$ cat src/rtl/ysyx_25040111_lsu_axi.sv
// ---------------------------------------------------------------------------
// ysyx_25040111_lsu_axi
//   Parametrised load/store unit for the ysyx core. Accepts one memory request
//   at a time, sends it either to a small local device window (CLINT-class)
//   or out through an AXI4 master port, and returns a one-cycle response
//   carrying aligned, sign/zero-extended load data plus an error code.
//
// Ports
//   clk, rst_n            clock, synchronous active-low reset
//   req_*                 request from EXU/WBU (valid/ready, wen, sign, size,
//                         byte address, LSB-justified store data)
//   resp_*                single-cycle response pulse (data, err: 00 ok,
//                         01 misaligned/illegal size, 10 bus error)
//   io_master_aw/w/b      AXI4 write address / data / response channels
//   io_master_ar/r        AXI4 read address / data channels
//   loc_*                 local device request and response ports
// ---------------------------------------------------------------------------
module ysyx_25040111_lsu_axi #(
  parameter int          DATA_W   = 32,
  parameter int          ID_W     = 4,
  parameter int          AXI_ID   = 0,
  parameter logic [31:0] LOC_BASE = 32'h0200_0048,
  parameter logic [31:0] LOC_END  = 32'h0200_004f
) (
  input  logic                clk,
  input  logic                rst_n,

  input  logic                req_valid,
  output logic                req_ready,
  input  logic                req_wen,
  input  logic                req_sign,
  input  logic [1:0]          req_size,
  input  logic [31:0]         req_addr,
  input  logic [DATA_W-1:0]   req_wdata,

  output logic                resp_valid,
  output logic [DATA_W-1:0]   resp_rdata,
  output logic [1:0]          resp_err,

  output logic                io_master_awvalid,
  input  logic                io_master_awready,
  output logic [31:0]         io_master_awaddr,
  output logic [ID_W-1:0]     io_master_awid,
  output logic [7:0]          io_master_awlen,
  output logic [2:0]          io_master_awsize,
  output logic [1:0]          io_master_awburst,

  output logic                io_master_wvalid,
  input  logic                io_master_wready,
  output logic [DATA_W-1:0]   io_master_wdata,
  output logic [DATA_W/8-1:0] io_master_wstrb,
  output logic                io_master_wlast,

  input  logic                io_master_bvalid,
  output logic                io_master_bready,
  input  logic [1:0]          io_master_bresp,
  input  logic [ID_W-1:0]     io_master_bid,

  output logic                io_master_arvalid,
  input  logic                io_master_arready,
  output logic [31:0]         io_master_araddr,
  output logic [ID_W-1:0]     io_master_arid,
  output logic [7:0]          io_master_arlen,
  output logic [2:0]          io_master_arsize,
  output logic [1:0]          io_master_arburst,

  input  logic                io_master_rvalid,
  output logic                io_master_rready,
  input  logic [1:0]          io_master_rresp,
  input  logic [DATA_W-1:0]   io_master_rdata,
  input  logic                io_master_rlast,
  input  logic [ID_W-1:0]     io_master_rid,

  output logic                loc_req_valid,
  input  logic                loc_req_ready,
  output logic                loc_wen,
  output logic [31:0]         loc_addr,
  output logic [DATA_W-1:0]   loc_wdata,
  output logic [DATA_W/8-1:0] loc_wstrb,
  input  logic                loc_resp_valid,
  input  logic [DATA_W-1:0]   loc_rdata,
  input  logic                loc_err
);

  localparam int STRB_W = DATA_W / 8;
  localparam int OFF_W  = $clog2(STRB_W);

  typedef enum logic [3:0] {
    IDLE, ERR, AR, R, AW_W, B, LOC_REQ, LOC_RSP, RESP
  } state_t;

  state_t            state;

  logic [31:0]       addr_q;
  logic [DATA_W-1:0] wdata_q;
  logic [1:0]        size_q;
  logic              sign_q;
  logic              wen_q;
  logic              aw_done;
  logic              w_done;

  logic [OFF_W-1:0]  off_q;
  logic [STRB_W-1:0] strb_base;
  logic [STRB_W-1:0] strb_q;
  logic [DATA_W-1:0] wdata_sh;

  logic              req_misaligned;
  logic              req_local;
  logic              aw_fire;
  logic              w_fire;

  // rlast is implied by single-beat bursts and carries no extra information.
  logic              unused_rlast;
  assign unused_rlast = io_master_rlast;

  assign req_ready = (state == IDLE);
  assign off_q     = addr_q[OFF_W-1:0];

  // Misalignment is judged on the incoming request so the FSM can branch
  // straight to ERR on the capture edge. Dword accesses need a 64-bit bus.
  always_comb begin
    req_misaligned = 1'b0;
    case (req_size)
      2'b01:   req_misaligned = req_addr[0];
      2'b10:   req_misaligned = |req_addr[1:0];
      2'b11:   req_misaligned = (DATA_W == 32) || (|req_addr[2:0]);
      default: req_misaligned = 1'b0;
    endcase
  end

  assign req_local = (req_addr >= LOC_BASE) && (req_addr <= LOC_END);

  // Byte-enable pattern for the access width before it is moved to its lane.
  always_comb begin
    strb_base = '0;
    case (size_q)
      2'b00:   strb_base = STRB_W'(8'h01);
      2'b01:   strb_base = STRB_W'(8'h03);
      2'b10:   strb_base = STRB_W'(8'h0f);
      default: strb_base = STRB_W'(8'hff);
    endcase
  end

  assign strb_q   = strb_base << off_q;
  assign wdata_sh = wdata_q << {off_q, 3'b000};

  // Channel payloads come only from the latched request.
  assign io_master_awaddr  = addr_q;
  assign io_master_awid    = ID_W'(AXI_ID);
  assign io_master_awlen   = 8'd0;
  assign io_master_awsize  = {1'b0, size_q};
  assign io_master_awburst = 2'b01;
  assign io_master_wdata   = wdata_sh;
  assign io_master_wstrb   = strb_q;
  assign io_master_wlast   = io_master_wvalid;
  assign io_master_araddr  = addr_q;
  assign io_master_arid    = ID_W'(AXI_ID);
  assign io_master_arlen   = 8'd0;
  assign io_master_arsize  = {1'b0, size_q};
  assign io_master_arburst = 2'b01;
  assign loc_wen           = wen_q;
  assign loc_addr          = addr_q;
  assign loc_wdata         = wdata_sh;
  assign loc_wstrb         = strb_q;

  assign aw_fire = io_master_awvalid && io_master_awready;
  assign w_fire  = io_master_wvalid && io_master_wready;

  // Move the addressed bytes down to bit 0, then fill the upper bits with
  // either zeros or the sign bit of the access width.
  function automatic logic [DATA_W-1:0] extend(input logic [DATA_W-1:0] raw);
    logic [DATA_W-1:0] sh;
    logic [DATA_W-1:0] res;
    logic              fill;
    int                nbits;
    sh = raw >> {off_q, 3'b000};
    case (size_q)
      2'b00:   begin nbits = 8;      fill = sh[7];        end
      2'b01:   begin nbits = 16;     fill = sh[15];       end
      2'b10:   begin nbits = 32;     fill = sh[31];       end
      default: begin nbits = DATA_W; fill = sh[DATA_W-1]; end
    endcase
    fill = fill & sign_q;
    for (int i = 0; i < DATA_W; i++) begin
      res[i] = (i < nbits) ? sh[i] : fill;
    end
    return res;
  endfunction

  // Transaction FSM. Every handshake output is a register updated on the
  // state transition, so each channel is raised the cycle after the decision
  // that needs it and dropped on the edge where its handshake completes.
  always_ff @(posedge clk) begin
    if (!rst_n) begin
      state             <= IDLE;
      addr_q            <= '0;
      wdata_q           <= '0;
      size_q            <= '0;
      sign_q            <= 1'b0;
      wen_q             <= 1'b0;
      aw_done           <= 1'b0;
      w_done            <= 1'b0;
      resp_valid        <= 1'b0;
      resp_rdata        <= '0;
      resp_err          <= 2'b00;
      io_master_awvalid <= 1'b0;
      io_master_wvalid  <= 1'b0;
      io_master_bready  <= 1'b0;
      io_master_arvalid <= 1'b0;
      io_master_rready  <= 1'b0;
      loc_req_valid     <= 1'b0;
    end else begin
      resp_valid <= 1'b0;
      case (state)
        IDLE: begin
          if (req_valid) begin
            addr_q  <= req_addr;
            wdata_q <= req_wdata;
            size_q  <= req_size;
            sign_q  <= req_sign;
            wen_q   <= req_wen;
            if (req_misaligned) begin
              state      <= ERR;
              resp_valid <= 1'b1;
              resp_err   <= 2'b01;
              resp_rdata <= '0;
            end else if (req_local) begin
              state         <= LOC_REQ;
              loc_req_valid <= 1'b1;
            end else if (!req_wen) begin
              state             <= AR;
              io_master_arvalid <= 1'b1;
            end else begin
              state             <= AW_W;
              io_master_awvalid <= 1'b1;
              io_master_wvalid  <= 1'b1;
              aw_done           <= 1'b0;
              w_done            <= 1'b0;
            end
          end
        end

        AR: begin
          if (io_master_arready) begin
            io_master_arvalid <= 1'b0;
            io_master_rready  <= 1'b1;
            state             <= R;
          end
        end

        R: begin
          if (io_master_rvalid) begin
            io_master_rready <= 1'b0;
            resp_valid       <= 1'b1;
            state            <= RESP;
            if ((io_master_rresp != 2'b00) || (io_master_rid != ID_W'(AXI_ID))) begin
              resp_err   <= 2'b10;
              resp_rdata <= '0;
            end else begin
              resp_err   <= 2'b00;
              resp_rdata <= extend(io_master_rdata);
            end
          end
        end

        // Address and data channels finish independently; the done flags
        // remember a handshake that happened in an earlier cycle.
        AW_W: begin
          if (aw_fire) begin
            io_master_awvalid <= 1'b0;
            aw_done           <= 1'b1;
          end
          if (w_fire) begin
            io_master_wvalid <= 1'b0;
            w_done           <= 1'b1;
          end
          if ((aw_done || aw_fire) && (w_done || w_fire)) begin
            io_master_bready <= 1'b1;
            state            <= B;
          end
        end

        B: begin
          if (io_master_bvalid) begin
            io_master_bready <= 1'b0;
            resp_valid       <= 1'b1;
            resp_rdata       <= '0;
            state            <= RESP;
            if ((io_master_bresp != 2'b00) || (io_master_bid != ID_W'(AXI_ID))) begin
              resp_err <= 2'b10;
            end else begin
              resp_err <= 2'b00;
            end
          end
        end

        LOC_REQ: begin
          if (loc_req_ready) begin
            loc_req_valid <= 1'b0;
            state         <= LOC_RSP;
          end
        end

        LOC_RSP: begin
          if (loc_resp_valid) begin
            resp_valid <= 1'b1;
            state      <= RESP;
            resp_err   <= loc_err ? 2'b10 : 2'b00;
            if (loc_err || wen_q) begin
              resp_rdata <= '0;
            end else begin
              resp_rdata <= extend(loc_rdata);
            end
          end
        end

        ERR, RESP: begin
          state <= IDLE;
        end

        default: begin
          state <= IDLE;
        end
      endcase
    end
  end

endmodule
$ cat config.mk
export PLATFORM = sky130hd
export DESIGN_NAME = ysyx_25040111_lsu_axi
export DESIGN_NICKNAME = d
export VERILOG_FILES = /design/src/rtl/ysyx_25040111_lsu_axi.sv
export SDC_FILE = /design/constraint.sdc
export NUM_CORES = 1
export LEC_CHECK = 0
export ABC_AREA = 1
export CAP_MARGIN = 40
export CORE_AREA = 2 2 158 160
export DETAILED_ROUTE_END_ITERATION = 12
export DIE_AREA = 0 0 160 162
export GPL_TIMING_DRIVEN = 0
export PLACE_DENSITY_LB_ADDON = 0.2
export SETUP_SLACK_MARGIN = 0.02
export SLEW_MARGIN = 0
export SYNTH_ARGS = -nofsm -noshare
export SYNTH_HDL_FRONTEND = slang
export SYNTH_SLANG_ARGS = --single-unit
$ cat constraint.sdc
create_clock -name clk -period 4.2 [get_ports clk]
set_clock_uncertainty 0.1 [all_clocks]
set_input_delay 0.84 -clock clk [delete_from_list [all_inputs] [get_ports clk]]
set_output_delay 0.84 -clock clk [all_outputs]
set_load 0.005 [all_outputs]
==> qor.yml, run 1 <==
setup_tns_ns: 0
status: "finished, final reports clean"
crit_slowest_cell: "clkdlybuf4s50_1"
power_density_nw_per_um2: 646
placed_cell_area_sq_um: 12000
rsz0062_at_grt: "false"
die_y_um: 162
ioPinCount: 402
initial_utilization_pct: 32.4
firstDrtPassIters: 7
fin_cells: 2009
fp.coreArea_sq_um: 24100
synth_warnings: 0
grt-ovfl-total: 0
stdcell_area_sq_um: 12700
syn_to_final_growth_pct: 63.0
yosysTopAreaCell: "dfxtp_1"
cpMostUsedCell: "buf_2"
ys_types: 37
setup-violations-final: 0
vias: 9698
fillerInstances: 2457
crit_type: "reg -> out"
grt_max_degree: 20
dp_hpwl_mm: 28.2
finalHoldViolations: 0
die_x_um: 160
drt_iter0_drc: 782
drive_above_1_share_pct: 12.9
p_total_uw: 8230
clock_latency_ns: 0.41
timing.final.crit_share_pct: 96.6
drv_slew: 0
pre_cts_slack_ns: 0.100
cts_made_buffers: 17
first_global_vias: 9279
grt_antenna_before_repair: 1
synth_seq_cells: 115
clockRootBuffer: "clkbuf_16"
wl_per_cell_um: 17.7
setup_ws_ns: 0.143
worst_pin_slew_ns: 0.669
drcViolationCount: 0
grt_pass1_wl_mm: 52.8
ant_nets: 0
clockBufferDepth: 2
cpPeakStageDelay_ns: 0.49
dp.cells: 1977
cp-start-kind: "register"
min_path_type: "reg -> reg"
synth_area_sq_um: 7810
crit_required_ns: 3.26
ys.flop_type: "dfxtp_1"
die_area_sq_um: 25900
max_slew_margin_pct: 55.4
avgSynthCellArea_sq_um: 6.22
synth_edf_count: 0
cts_max_level: 4
arrival_ns: 3.12
synth-seq-area-share_pct: 29.5
critPathTopFamily: "buffers and inverters"
cts_sinks: 115
min_from: "io_master_rready$_SDFFE_PN0P_"
drv_cap: 0
viasPerCell: 4.83
ir_drop_mv: 0.410
gr-usage-all-layers_pct: 26.3
synth_top_area_share_pct: 29.5
leakage_uw: 0.00560
nets: 1828
end_kind: "output port"
clkSlewWorstSetupHoldPaths_ns: 0.06
min_period_ns: 4.06
cp_num_buf_inv: 6
worstReg2RegStart: "size_q[1]$_SDFFE_PN0P_"
cts_tree: "yes"
async_flop_share_pct: 0
place.gp.congestion: 0.985
yosys-top-cells-area: "dfxtp_1 (29%), buf_4 (13%), nand2_1 (10%)"
crit_fanout: 10
portBuffers: 370
path_cells: "buf_2 -> buf_2 -> buf_2 -> clkbuf_4 -> o21ai_0 -> o21ai_0 -> buf_4 -> clkdlybuf4s50_1"
fmax_ghz: 0.247
rows: 57
cp-startpoint: "io_master_araddr[0]$_SDFFE_PN0P_"
postSynthCellCount: 1255
detail_route.wirelength_mm: 35.6
[flip-flops by register name, summed over array words and instances, names as in the netlist]
| signal | count |
|---|---|
| io_master_araddr | 32 |
| io_master_awvalid | 1 |
| size_q | 2 |
| aw_done | 1 |
| loc_req_valid | 1 |
| io_master_bready | 1 |
| wdata_q | 32 |
| resp_rdata | 32 |
| io_master_rready | 1 |
| resp_valid | 1 |
| io_master_arvalid | 1 |
| state | 4 |
| io_master_wlast | 1 |
| w_done | 1 |
| resp_err | 2 |
| loc_wen | 1 |
| sign_q | 1 |
[path summary, 6_finish.rpt]
path | to | slack, ns | cells after the start
hold / removal | io_master_rready$_SDFFE_PN0P_ | 0.36 | 2
hold reg to reg | io_master_rready$_SDFFE_PN0P_ | 0.36 | 2
setup reg to reg | resp_rdata[23]$_SDFFE_PN0P_ | 1.17 | 10
setup / recovery | loc_wstrb[3] | 0.14 | 8
[final cells by class]
type                            count  area, sq um  share of cell area (%)
Antenna cell                        1         2.50                  0.0196
Buffer                            207         1340                    10.5
Clock buffer                       24          462                    3.63
Clock inverter                      8          175                    1.38
Inverter                          106          403                    3.16
Multi-Input combinational cell    853         3930                    30.9
Sequential cell                   115         2300                    18.1
Tap cell                          324          405                    3.18
Timing Repair Buffer              371         3710                    29.1
[metrics by stage]
stage	utilization [%]	hold slack [ns]
finish	52.8	0.360
global route	52.8	0.378
CTS	52.7	0.362
detailed placement	49.9	0.352
global placement	49.9	0.352
floorplan	-	0.339
[Yosys cell counts, drive strengths merged (7+ instances only)]
| library cell | instances |
|---|---|
| a21oi | 101 |
| a221oi | 8 |
| buf | 162 |
| clkbuf | 47 |
| dfxtp | 115 |
| inv | 105 |
| nand2 | 216 |
| nand3 | 93 |
| nor2 | 213 |
| nor3 | 7 |
| o211ai | 11 |
| o21ai | 145 |
| o221ai | 7 |
[layout by cell type, fill, tap and decap left out, drive strengths merged, types with 2 or more instances in the layout]
master	Yosys	final
mux2i	5	5
nor3	7	7
or2	5	5
nor2	213	213
o21ai	145	145
bufinv	0	5
nand2	216	216
clkbuf	47	72
a221oi	8	8
a21oi	101	101
clkinv	1	3
o221ai	7	7
inv	105	104
clkdlybuf4s50	0	370
conb	2	30
clkinvlp	0	2
buf	162	160
nand4	3	3
o211ai	11	11
nand3	93	93
dfxtp	115	115
[power by group]
part	total, uW	internal [uW]	switching [uW]
clock	1630	1070	554
combinational	4940	2500	2440
sequential	1660	1400	255
total	8230	4980	3250
[logic make-up (layout without fill, tap and decap cells)]
kind of cell	count (synthesis)	count (layout)	synth area share [%]
adder cells (fa/ha/maj)	1	1	0.160
flip-flops	115	115	29.5
AND/OR/NAND/NOR	539	539	28.3
buffers and inverters	315	716	22.2
AO/OA/AOI/OAI	278	278	19.1
multiplexers	5	5	0.641
other	2	31	0.0961
[per-layer routing]
layer / up-vias / GRT usage [%] / wire length [um]
met5: - / 0 / 0
met4: 0 / 10.1 / 1110
met3: 60 / 4.57 / 2970
met2: 489 / 44.6 / 16700
met1: 4405 / 33.6 / 14800
li1: 4744 / - / -
[timing repair]
action	4_1_cts	5_1_grt
cloned	0	0
endpoints found under the hold margin	0	0
endpoints found under the setup margin	35	28
resized for setup	7	12
hold buffers	0	0
buffers inserted	1	0
[worst reg2reg max path, delay by kind of cell (launching register included)]
| family | cells | cell delay (ns) |
|---|---|---|
| fa+ha+maj | 1 | 0.32 |
| buf+inv | 4 | 1.19 |
| flops | 1 | 0.38 |
| simple gates | 5 | 0.96 |
(Power assumes the default switching activity.)
==> inputs of run 2 (changes only) <==
--- a/config.mk
+++ b/config.mk
@@ -6,12 +6,12 @@
 export NUM_CORES = 1
 export LEC_CHECK = 0
 export ABC_AREA = 1
-export CAP_MARGIN = 40
+export CAP_MARGIN = 20
 export CORE_AREA = 2 2 158 160
 export DETAILED_ROUTE_END_ITERATION = 12
 export DIE_AREA = 0 0 160 162
 export GPL_TIMING_DRIVEN = 0
-export PLACE_DENSITY_LB_ADDON = 0.2
+export PLACE_DENSITY_LB_ADDON = 0.15
 export SETUP_SLACK_MARGIN = 0.02
 export SLEW_MARGIN = 0
 export SYNTH_ARGS = -nofsm -noshare
==> run 2 against run 1 <==
Utilization shrank 0.45 points. Via count shrank 0.44%. Sequential share of layout area increased by 0.16 points. Critical path type unchanged. Largest power group unchanged. Maximum frequency up 1.0%. Final area shrank 0.86%. Flip-flop and latch count is the same. Critical path depth shrank 1. Die area is the same. Worst setup slack improved by 0.042 ns. Register-to-register slack got worse by 0.02 ns.
==> qor.yml, run 2 (synthesis gave the netlist of run 1 again) <==
nets: 1824  # was 1828
status: "finished, final reports clean"  # unchanged
min_path_type: "reg -> reg"  # unchanged
drcViolationCount: 0  # unchanged
drive_above_1_share_pct: 12.6  # was 12.9%
firstDrtPassIters: 5  # was 7
die_y_um: 162  # unchanged
ir_drop_mv: 0.359  # was 0.410 mV
grt_antenna_before_repair: 3  # was 1
vias: 9655  # was 9698
grt_max_degree: 20  # unchanged
drv_cap: 0  # unchanged
placed_cell_area_sq_um: 12000  # unchanged
max_slew_margin_pct: 55.7  # was 55.4%
cts_max_level: 4  # unchanged
clock_latency_ns: 0.42  # was 0.41 ns
min_path_cells: 2  # unchanged
dp.cells: 1977  # unchanged
cts_sinks: 115  # unchanged
finalHoldViolations: 0  # unchanged
pre_cts_slack_ns: 0.0421  # was 0.100 ns
path_cells: "buf_2 -> clkbuf_1 -> clkbuf_1 -> nand2_1 -> o21ai_0 -> buf_4 -> clkdlybuf4s50_1"  # was buf_2 -> buf_2 -> buf_2 -> clkbuf_4 -> o21ai_0 -> o21ai_0 -> buf_4 -> clkdlybuf4s50_1
stdcell_area_sq_um: 12600  # was 12700 sq um
leakage_uw: 0.00556  # was 0.00560 uW
die_x_um: 160  # unchanged
clockBufferDepth: 2  # unchanged
arrival_ns: 3.07  # was 3.12 ns
drt_iter0_drc: 792  # was 782
die_area_sq_um: 25900  # unchanged
reg2reg_depth: 11  # was 10
cts_tree: "yes"  # unchanged
dp_hpwl_mm: 28.1  # was 28.2 mm
clockRootBuffer: "clkbuf_16"  # unchanged
fmax_ghz: 0.249  # was 0.247 GHz
detail_route.wirelength_mm: 35.5  # was 35.6 mm
portBuffers: 370  # unchanged
drv_slew: 0  # unchanged
clkSlewWorstSetupHoldPaths_ns: 0.06  # about the same
crit_required_ns: 3.26  # about the same
first_global_vias: 9281  # was 9279
cts_hold_buffers: 0  # unchanged
cpPeakStageDelay_ns: 0.53  # was 0.49 ns
rows: 57  # unchanged
hold_slack_ns: 0.369  # was 0.360 ns
grt-ovfl-total: 0  # unchanged
crit_fanout: 10  # unchanged
setup_tns_ns: 0  # unchanged
min_period_ns: 4.01  # was 4.06 ns
layout_common_cells: "clkdlybuf4s50_1 (370), nand2_1 (215), nor2_1 (210)"  # unchanged
worst_pin_slew_ns: 0.665  # was 0.669 ns
setup-violations-final: 0  # unchanged
fp.coreArea_sq_um: 24100  # unchanged
layout_commonest_cell: "clkdlybuf4s50_1"  # unchanged
grt_pass1_wl_mm: 53.4  # was 52.8 mm
setup_ws_ns: 0.185  # was 0.143 ns
gr-usage-all-layers_pct: 26.7  # was 26.3%
place.gp.congestion: 0.926  # was 0.985
crit_type: "reg -> out"  # unchanged
cpMostUsedCell: "clkbuf_1"  # was buf_2
power_density_nw_per_um2: 634  # was 646 nW/um^2
syn_to_final_growth_pct: 61.7  # was 63.0%
viasPerCell: 4.82  # was 4.83
crit_slowest_cell: "clkbuf_1"  # was clkdlybuf4s50_1
ioPinCount: 402  # unchanged
cts_made_buffers: 17  # unchanged
timing.final.crit_share_pct: 95.6  # was 96.6%
wl_per_cell_um: 17.7  # about the same
rsz0062_at_grt: "false"  # unchanged
end_kind: "output port"  # unchanged
ant_nets: 0  # unchanged
initial_utilization_pct: 32.4  # unchanged
cp-start-kind: "register"  # unchanged
fin_cells: 2005  # was 2009
==> run 2: cell types whose count changed in the layout (fill, tap and decap cells not counted), sizes merged <==
cell    previous run  this run
diode              1         3
clkinv             3         6
buf              160       159
bufinv             5         2
clkbuf            72        67
==> run 2: critical path: cells and delay by family, from the launching register on <==
kind	cells	cell delay [ns]
flops	1	0.45
compound gates	1	0.19
buf+inv	5	1.93
simple gates	1	0.09
==> run 2: final cells by class <==
type | count | area (sq um)
well taps | 324 | 405
clock inverters | 8 | 104
clock buffers | 22 | 474
inverters | 106 | 403
plain buffers | 204 | 1330
multi-input cells | 853 | 3900
flip-flops and latches | 115 | 2300
repair buffers | 370 | 3700
fillers | 2453 | 11500
diodes | 3 | 7.51
==> run 2: layer usage <==
layer	up-vias	share of wire (%)	GRT usage, %
li1	4738	-	-
met1	4346	42	33.6
met2	507	47	44.9
met3	64	8.4	5.90
met4	0	2.7	9.75
met5	-	0	0
==> run 2: worst paths after layout <==
kind	from	end	slack, ns
hold / removal	w_done$_SDFFE_PN0P_	w_done$_SDFFE_PN0P_	0.37
setup reg to reg	size_q[1]$_SDFFE_PN0P_	resp_rdata[18]$_SDFFE_PN0P_	1.15
setup / recovery	io_master_araddr[1]$_SDFFE_PN0P_	loc_wstrb[2]	0.19
hold reg to reg	w_done$_SDFFE_PN0P_	w_done$_SDFFE_PN0P_	0.37
==> run 2: timing repair <==
item / 4_1_cts / 5_1_grt
gates cloned: 0 / 0
setup endpoints to repair: 33 / 34
setup buffers: 0 / 0
resized for setup: 3 / 8
==> run 2: per-stage QoR <==
step / power (uW) / util (%)
final: 8000 / 52.4
after global routing: 8540 / 52.4
after CTS: 8010 / 52.3
after detailed placement: 6490 / 49.9
after global placement: 6500 / 49.9
after floorplan: 4040 / -
==> run 2: power breakdown <==
part / internal (uW) / switching, uW / total (uW)
Combinational: 2480 / 2380 / 4860
Sequential: 1400 / 253 / 1660
Clock: 915 / 570 / 1480
==> inputs of run 3 (changes only) <==
--- a/config.mk
+++ b/config.mk
@@ -13,6 +13,7 @@
 export GPL_TIMING_DRIVEN = 0
 export PLACE_DENSITY_LB_ADDON = 0.15
 export SETUP_SLACK_MARGIN = 0.02
+export SKIP_CTS_REPAIR_TIMING = 1
 export SLEW_MARGIN = 0
 export SYNTH_ARGS = -nofsm -noshare
 export SYNTH_HDL_FRONTEND = slang
==> run 3 against run 2 <==
Global-route usage hardly changed. Die area unchanged. Critical path type unchanged. Clock power about the same. Highest routed layer unchanged. Total power up 0.10%. Largest power group unchanged. Routed wire length is 0.39% higher.
==> qor.yml, run 3 (synthesis gave the netlist of run 1 again) <==
first_global_vias: 9289  # was 9281
cp_num_buf_inv: 5  # unchanged
critPathTopFamily: "buffers and inverters"  # unchanged
clockRootBuffer: "clkbuf_16"  # unchanged
seq_area_sq_um: 2300  # unchanged
drcViolationCount: 0  # unchanged
cts_tree: "yes"  # unchanged
ant_nets: 0  # unchanged
portBuffers: 370  # unchanged
rsz0062_at_grt: "false"  # unchanged
crit_required_ns: 3.26  # about the same
timing.final.crit_share_pct: 95.6  # about the same
grt_max_degree: 17  # was 20
r2r_end: "resp_rdata[18]$_SDFFE_PN0P_"  # unchanged
min_path_type: "reg -> reg"  # unchanged
die_y_um: 162  # unchanged
reg2reg_depth: 11  # unchanged
cpPeakStageDelay_ns: 0.52  # was 0.53 ns
crit_fanout: 10  # unchanged
syn_to_final_growth_pct: 61.7  # about the same
clkSlewWorstSetupHoldPaths_ns: 0.06  # about the same
path_cells: "buf_2 -> clkbuf_1 -> clkbuf_1 -> nand2_1 -> o21ai_0 -> buf_4 -> clkdlybuf4s50_1"  # unchanged
fp.coreArea_sq_um: 24100  # unchanged
layout_commonest_cell: "clkdlybuf4s50_1"  # unchanged
grt_antenna_before_repair: 3  # unchanged
cpMostUsedCell: "clkbuf_1"  # unchanged
stdcell_area_sq_um: 12600  # about the same
detail_route.wirelength_mm: 35.6  # was 35.5 mm
place.gp.congestion: 0.926  # unchanged
end_kind: "output port"  # unchanged
gr-usage-all-layers_pct: 26.7  # about the same
p_total_uw: 8010  # was 8000 uW
drv_slew: 0  # unchanged
max_slew_margin_pct: 56.6  # was 55.7%
r2r_setup_slack_ns: 1.14  # was 1.15 ns
cts_max_level: 4  # unchanged
drt_iter0_drc: 707  # was 792
fillerInstances: 2453  # unchanged
cp-start-kind: "register"  # unchanged
drive_above_1_share_pct: 12.6  # about the same
min_from: "w_done$_SDFFE_PN0P_"  # unchanged
cts_sinks: 115  # unchanged
worstHoldEndpoint: "w_done$_SDFFE_PN0P_"  # unchanged
worst_pin_slew_ns: 0.651  # was 0.665 ns
power_density_nw_per_um2: 634  # about the same
viasPerCell: 4.81  # was 4.82
multi_input_area_sq_um: 3900  # unchanged
ioPinCount: 402  # unchanged
crit_slowest_cell: "clkbuf_1"  # unchanged
fmax_ghz: 0.249  # about the same
clockBufferDepth: 2  # unchanged
die_area_sq_um: 25900  # unchanged
die_x_um: 160  # unchanged
cts_made_buffers: 17  # unchanged
clock_latency_ns: 0.42  # about the same
leakage_uw: 0.00557  # was 0.00556 uW
wl_per_cell_um: 17.8  # was 17.7 um
nets: 1825  # was 1824
layout_common_cells: "clkdlybuf4s50_1 (370), nand2_1 (215), nor2_1 (210)"  # unchanged
arrival_ns: 3.08  # was 3.07 ns
vias: 9648  # was 9655
crit_type: "reg -> out"  # unchanged
min_period_ns: 4.02  # was 4.01 ns
setup-violations-final: 0  # unchanged
firstDrtPassIters: 6  # was 5
min_path_cells: 2  # unchanged
dp_hpwl_mm: 28.1  # unchanged
ir_drop_mv: 0.358  # was 0.359 mV
status: "finished, final reports clean"  # unchanged
worstReg2RegStart: "size_q[1]$_SDFFE_PN0P_"  # unchanged
finalHoldViolations: 0  # unchanged
grt-ovfl-total: 0  # unchanged
initial_utilization_pct: 32.4  # unchanged
rows: 57  # unchanged
placed_cell_area_sq_um: 12000  # unchanged
post-route-util_pct: 52.4  # about the same
drv_cap: 0  # unchanged
grt_pass1_wl_mm: 53.4  # about the same
## run 3: cell count changes in the layout (fill, tap and decap cells not counted), sizes merged
cell and change:
buf -1, clkbuf +2
## run 3: layer usage
| layer | wire [um] | global-route usage [%] | vias to the layer above |
|---|---|---|---|
| li1 | - | - | 4734 |
| met2 | 16800 | 45.0 | 519 |
| met5 | 0 | 0 | - |
| met3 | 3150 | 5.95 | 62 |
| met4 | 910 | 9.71 | 0 |
| met1 | 14800 | 33.5 | 4333 |
## run 3: worst max path at each step
stage / startpoint / depth (start not counted) / endpoint / slack [ns]
after floorplan: size_q[1]$_SDFFE_PN0P_ / 9 / loc_wstrb[3] / 1.45
after global placement: size_q[1]$_SDFFE_PN0P_ / 10 / loc_wstrb[3] / 0.05
after detailed placement: size_q[1]$_SDFFE_PN0P_ / 10 / loc_wstrb[3] / 0.04
after CTS: size_q[1]$_SDFFE_PN0P_ / 10 / loc_wstrb[3] / -0.41
after global routing: io_master_araddr[1]$_SDFFE_PN0P_ / 7 / loc_wstrb[2] / 0.05
final: io_master_araddr[1]$_SDFFE_PN0P_ / 7 / loc_wstrb[2] / 0.18
## run 3: through the flow
stage / hold WS [ns] / worst slack [ns] / instances / TNS (ns)
after floorplan: 0.339 / 1.45 / 1283 / 0
after global placement: 0.347 / 0.0477 / 1977 / 0
after detailed placement: 0.355 / 0.0421 / 1977 / 0
after CTS: 0.367 / -0.413 / 2007 / -2.95
after global routing: 0.384 / 0.0476 / 2006 / 0
final: 0.368 / 0.183 / 2006 / 0
## run 3: area by class of cell
class / count / share of cell area [%]
antenna: 3 / 0.0594
buffer: 205 / 10.5
clock buffer: 22 / 3.75
clock inverter: 8 / 0.822
inverter: 106 / 3.19
multi-input combinational: 853 / 30.9
sequential: 115 / 18.2
tap: 324 / 3.21
timing repair buffer: 370 / 29.3
## run 3: worst min-delay path, delay by kind of cell, from the launching register on
family           cells  cell delay (ns)
AND/OR/NAND/NOR      1             0.06
flip-flops           1             0.31
AO/OA/AOI/OAI        1             0.05
## run 3: power breakdown
group	switching, uW	internal, uW
sequential	253	1400
clock	571	915
combinational	2390	2480
